**config.mk**
```make
export PLATFORM = sky130hd
export DESIGN_NAME = sync_updown_mod_counter_flat
export DESIGN_NICKNAME = d
export VERILOG_FILES = /design/src/rtl/sync_updown_mod_counter_if.sv /design/src/rtl/sync_updown_mod_counter.sv /design/src/flat_wrapper.sv
export SDC_FILE = /design/constraint.sdc
export NUM_CORES = 1
export LEC_CHECK = 0
export CAP_MARGIN = 10
export CELL_PAD_IN_SITES_DETAIL_PLACEMENT = 2
export CELL_PAD_IN_SITES_GLOBAL_PLACEMENT = 2
export CORE_MARGIN = 3
export CORE_UTILIZATION = 25
export DETAILED_ROUTE_END_ITERATION = 6
export GPL_TIMING_DRIVEN = 1
export PLACE_DENSITY_LB_ADDON = 0.3
export SYNTH_ARGS = -nofsm -noshare
export SYNTH_HDL_FRONTEND = slang
export SYNTH_SLANG_ARGS = --single-unit
export TNS_END_PERCENT = 20
```
**constraint.sdc**
```tcl
create_clock -name clk -period 3.9 [get_ports clk]
set_input_delay 0.585 -clock clk [delete_from_list [all_inputs] [get_ports clk]]
set_output_delay 0.585 -clock clk [all_outputs]
set_load 0.005 [all_outputs]
```
**src/rtl/sync_updown_mod_counter_if.sv**
```systemverilog
// Control/status bundle for sync_updown_mod_counter.
// master: the block that steers the counter (enable, direction, clear, load).
// slave : the counter itself, returning count, terminal count and overflow.
interface sync_updown_mod_counter_if #(
   parameter int WIDTH = 4
);
   logic             en;
   logic             up_dn;
   logic             clr;
   logic             load;
   logic [WIDTH-1:0] load_val;
   logic [WIDTH-1:0] q;
   logic             tc;
   logic             ovf;

   modport master (
      output en, up_dn, clr, load, load_val,
      input  q, tc, ovf
   );

   modport slave (
      input  en, up_dn, clr, load, load_val,
      output q, tc, ovf
   );
endinterface

```
**src/rtl/sync_updown_mod_counter.sv**
```systemverilog
// Parametrised synchronous up/down counter with programmable modulus
// (MAX_COUNT+1), count enable, synchronous clear and clamped parallel load.
// tc flags the step that will wrap so stages can be cascaded (next en = tc);
// ovf is a registered one-cycle pulse following that step.
//
// Build option: define SYNC_UPDOWN_MOD_COUNTER_SATURATE_EN to make a step at
// a bound hold q instead of wrapping; ovf then pulses on every blocked step.
module sync_updown_mod_counter #(
   parameter int WIDTH     = 4,
   parameter int MAX_COUNT = (2 ** WIDTH) - 1,
   parameter int RESET_VAL = 0
) (
   input  logic                      clk,
   input  logic                      reset,
   sync_updown_mod_counter_if.slave  bus
);

   // Reject parameter sets whose count range does not fit the counter.
   generate
      if (WIDTH < 1) begin : g_bad_width
         $error("sync_updown_mod_counter: WIDTH must be >= 1");
      end
      if (MAX_COUNT < 1 || longint'(MAX_COUNT) > ((64'sd1 <<< WIDTH) - 64'sd1)) begin : g_bad_max
         $error("sync_updown_mod_counter: MAX_COUNT out of range");
      end
      if (RESET_VAL < 0 || RESET_VAL > MAX_COUNT) begin : g_bad_rst
         $error("sync_updown_mod_counter: RESET_VAL out of range");
      end
   endgenerate

   localparam logic [WIDTH-1:0] MAX_Q  = WIDTH'(MAX_COUNT);
   localparam logic [WIDTH-1:0] RST_Q  = WIDTH'(RESET_VAL);
   localparam logic [WIDTH-1:0] ZERO_Q = '0;
   localparam logic [WIDTH-1:0] ONE_Q  = WIDTH'(1);

   logic [WIDTH-1:0] q_r;
   logic [WIDTH-1:0] q_next;
   logic             ovf_r;
   logic             ovf_next;
   logic             at_bound;

   // A step in the current direction would cross the range limit.
   assign at_bound = bus.up_dn ? (q_r == MAX_Q) : (q_r == ZERO_Q);

   assign bus.q   = q_r;
   assign bus.ovf = ovf_r;
   assign bus.tc  = bus.en & at_bound;

   // Next count and overflow, priority clr > load > en > hold.
   always_comb begin
      // NOTE: every output gets a default first so no path leaves it unassigned (no latch).
      q_next   = q_r;
      ovf_next = 1'b0;
      if (bus.clr) begin
         q_next = RST_Q;
      end else if (bus.load) begin
         q_next = (bus.load_val > MAX_Q) ? MAX_Q : bus.load_val;
      end else if (bus.en) begin
         ovf_next = at_bound;
         if (at_bound) begin
`ifdef SYNC_UPDOWN_MOD_COUNTER_SATURATE_EN
            q_next = q_r;
`else
            q_next = bus.up_dn ? ZERO_Q : MAX_Q;
`endif
         end else begin
            q_next = bus.up_dn ? (q_r + ONE_Q) : (q_r - ONE_Q);
         end
      end
   end

   // Count and overflow registers with asynchronous reset.
   always_ff @(posedge clk or posedge reset) begin
      // NOTE: non-blocking assignments so every register samples pre-edge values.
      if (reset) begin
         q_r   <= RST_Q;
         ovf_r <= 1'b0;
      end else begin
         q_r   <= q_next;
         ovf_r <= ovf_next;
      end
   end

endmodule
```
**src/flat_wrapper.sv**
```systemverilog
// flat-port wrapper written by rule: the top's interface ports become plain ports
module sync_updown_mod_counter_flat 
#(
   parameter int WIDTH     = 4,
   parameter int MAX_COUNT = (2 ** WIDTH) - 1,
   parameter int RESET_VAL = 0
)
  (clk, reset, bus_en, bus_up_dn, bus_clr, bus_load, bus_load_val, bus_q, bus_tc, bus_ovf);
  sync_updown_mod_counter_if #(.WIDTH(WIDTH)) bus_i ();
  input  logic clk;
  input  logic reset;
  input wire logic [$bits(bus_i.en)-1:0] bus_en;
  input wire logic [$bits(bus_i.up_dn)-1:0] bus_up_dn;
  input wire logic [$bits(bus_i.clr)-1:0] bus_clr;
  input wire logic [$bits(bus_i.load)-1:0] bus_load;
  input wire logic [$bits(bus_i.load_val)-1:0] bus_load_val;
  output wire logic [$bits(bus_i.q)-1:0] bus_q;
  output wire logic [$bits(bus_i.tc)-1:0] bus_tc;
  output wire logic [$bits(bus_i.ovf)-1:0] bus_ovf;
  assign bus_i.en = bus_en;
  assign bus_i.up_dn = bus_up_dn;
  assign bus_i.clr = bus_clr;
  assign bus_i.load = bus_load;
  assign bus_i.load_val = bus_load_val;
  assign bus_q = bus_i.q;
  assign bus_tc = bus_i.tc;
  assign bus_ovf = bus_i.ovf;
  sync_updown_mod_counter #(.WIDTH(WIDTH), .MAX_COUNT(MAX_COUNT), .RESET_VAL(RESET_VAL)) u_core (.clk(clk), .reset(reset), .bus(bus_i));
endmodule
```
# == Yosys cells after proc, flatten, opt, wreduce, memory -nomap -nowiden ==
# Index checks and enable logic that the tools add are counted.
# totals
in_bits,10
elab_cells,20
ff_bits,5
output_inout_bits,6
# op_classes
n_mux,11
bitwise,1
n_eq_ne,1
n_addsub,2
n_lt_le_gt_ge,1
n_reduce_logical,2
# ops
op,n
2-to-1 mux 4 bit,7
adder 4 x 1 -> 4 bit (second input constant),1
equality test 4 bit (second input constant),1
> comparator 4 bit (second input constant),1
zero test 4 bit,1
2-to-1 mux 1 bit,4
subtractor 4 x 1 -> 4 bit (second input constant),1
nonzero test 3 bit,1
AND 1 bit,1

# == Logic depth before layout (Yosys ltp) ==
# logic_depth
word_depth,6
depth_mapped,6
mapped_depth_nobuf,6

# == Worst setup path after synthesis ==
# OpenSTA, ideal clock, no wires.
# synth_timing
path_kind,input to output
from,input bus_up_dn
to,output bus_tc
stages,3
slack_ns,2.065
path_buffers,0
t_arrival_ns,1.250
required_time_ns,3.315
cell_sequence,or4_4 nor2_2 o21a_1
# synth_via
elab_chain_len,2
# synth_lines
element,line_no,rtl
"start, declared",flat_wrapper.sv:13,input wire logic [$bits(bus_i.up_dn)-1:0] bus_up_dn;
2-to-1 mux 1 bit,sync_updown_mod_counter.sv:43,assign at_bound = bus.up_dn ? (q_r == MAX_Q) : (q_r == ZERO_Q);
AND 1 bit,sync_updown_mod_counter.sv:47,assign bus.tc = bus.en & at_bound;
"end, declared",flat_wrapper.sv:18,output wire logic [$bits(bus_i.tc)-1:0] bus_tc;
# No other way between the ends.

# == Worst setup path in the final report ==
# Ends and elaborated chain as after synthesis.

==> results.cfg <==
[clocking]
cts-root-buf = clkbuf_4
htree_levels = 1
cts_buffers = 3
cts-resized-gates = 0
clock-sinks = 5
postCtsSetupBuffers = 0
clock_latency_ns = 0.24
cts_tree = done
clock_path_buffers = 2
hold_buffers = 0
cts.clk_slew.worst_paths_ns = 0.04

[finish]
final_core_util_pct = 39.4
final_cells = 80
area_growth_pct = 46.5
drive_gt1_share_pct = 15.6
finalNetCount = 78
antenna_cells = 0

[floorplan]
die_w_um = 46.7
die_area_sq_um = 2180
coreArea_sq_um = 1540
die_h_um = 46.7
floorplan.initialDensity_pct = 26.9
io_pins = 16
row_count = 14

[synthesis]
synthDistinctLibCells = 24
netlist_instances = 46
synth.avg_cell_area_sq_um = 9.00
synthTopCellsByCount = inv_1, a21oi_1, dfrtp_1
syn_nets = 59
synth.most_common_cell = inv_1
yosysTopAreaCellShare_pct = 30.2
synth.area.top_cells = dfrtp_1, xnor2_1, a21oi_1
synth_edf_count = 0
synth_area_sq_um = 414
yosysWarnings = 0
ys_async_sr_fraction_pct = 100
seq_area_frac_synth_pct = 30.2
synth_top_flop_cell = dfrtp_1
netlist.top_cell.by_area = dfrtp_1
ys_ff_latch = 5

[route]
via_per_inst = 4.98
drc = 0
first_pass_iters = 2
wl_per_cell_um = 14.4
drtIter0Drc = 3
ant_nets = 0
wl_mm = 1.15
dr_total_vias = 398

[worst_setup_path]
startpoint = bus_up_dn
reg2regPathDepth = 5
r2r_slack_ns = 2.21
critical_path_peak_fanout = 5
endpoint_kind = output port
r2r_start = u_core.bus.q[0]
critPathRequiredTime_ns = 3.31
r2r-end = u_core.bus.q[1]
crit_path_start_kind = primary input
critPathKind = in2out
critical_path_arrival_ns = 2.31
crit_end = bus_tc

[placement]
hpwl_mm = 1.01
io_buffers = 15
place_inst = 76
gp_congestion = 0.687

[grt]
grt_pass1_wl_mm = 1.88
grt_max_degree = 11
grt_pass1_vias = 428
antenna_found_initial = 0
grt_remaining_overflow = 0
grt_use_total_pct = 12.5

[timing]
rsz0062_at_grt = no
min_period_over_period_pct = 74.2
setup_tns_ns = 0
period_minus_slack_ns = 2.90
setup_viol = 0
maxSlewHeadroom_pct = 68.4
drv_slew = 0
max_freq_mhz = 345
hold_viol = 0
skew_ns = 0.00224
worst_pin_slew_ns = 0.462
hold_ws_ns = 0.553

[power_and_ir_drop]
leakage_uw = 0.000249
power_density_nw_per_um2 = 293
ir_drop_v = 0.000167

[status]
status = completed

[run]
maxCapViolations = 0

[hold_path]
hold_class = in2async
layer usage:
layer  vias up  wire length [um]  global-route usage, %
met5         -                 0                      0
met4         0                 0                   3.31
met3         0                43                   2.73
met2         7               623                   21.2
met1       195               482                   15.9
li1        196                 -                      -
cells by family after synthesis:
logic type / synth area share (%)
buffers and inverters: 6.34
flip-flops: 30.2
AO/OA/AOI/OAI: 23.9
AND/OR/NAND/NOR: 20.2
XOR/XNOR: 8.46
adder cells (fa/ha/maj): 10.9
placed cells by master, fill, tap and decap left out:
master            n
clkdlybuf4s50_1  15
inv_1             6
a21oi_1           5
dfrtp_1           5
xnor2_1           4
nor2_1            3
clkbuf_4          3
o21ai_0           2
o21a_1            2
nand2_1           2
ha_1              2
a21o_2            1
or4_4             1
and4_2            1
and2_1            1
nor3_1            1
nor2b_1           1
a2111oi_0         1
a21oi_2           1
a221oi_2          1
nor2_2            1
nor3b_2           1
o211ai_1          1
nor3b_1           1
fa_1              1
clkbuf_1          1
sequential cells by signal, indices dropped and copies added, names as in the netlist:
| register | cells |
|---|---|
| u_core.bus.ovf | 1 |
| u_core.bus.q | 4 |
critical path, cell delays in order:
cell,delay (ns)
clkdlybuf4s50_1,0.50
or4_4,0.48
nor2_2,0.12
o21a_1,0.13
clkdlybuf4s50_1,0.49
stage by stage:
stage,worst slack [ns],total power (uW),instance area (sq um)
CTS,0.995,183,607
finish,1.00,178,607
detailed placement,0.996,123,581
global route,0.945,194,607
floorplan,2.07,93.6,414
global placement,1.02,120,581
area by class of cell:
cell class,count,area (sq um)
Fill cell,183,935
Multi-Input combinational cell,34,263
Timing Repair Buffer,15,150
Sequential cell,5,125
Clock buffer,4,26.3
Inverter,6,22.5
Tap cell,16,20.0
report_power, final:
group | internal [uW] | leakage [uW] | total (uW) | switching [uW]
logic | 33.0 | 0.000168 | 57.8 | 24.8
registers | 55.8 | 0.0000657 | 62.5 | 6.75
clock network | 38.5 | 0.0000150 | 57.3 | 18.7
how the worst min path moves through the flow:
| stage | start | end | slack, ns | cells past startpoint |
|---|---|---|---|---|
| final | reset | u_core.bus.ovf | 0.55 | 2 |
| after detailed placement | u_core.bus.q[1] | u_core.bus.q[1] | 0.76 | 2 |
| after global placement | u_core.bus.q[3] | u_core.bus.q[2] | 0.76 | 3 |
| after floorplan | reset | u_core.bus.ovf | 0.36 | 1 |
| after CTS | reset | u_core.bus.ovf | 0.55 | 2 |
| after global routing | reset | u_core.bus.q[3] | 0.57 | 2 |
(Power assumes the default switching activity.)
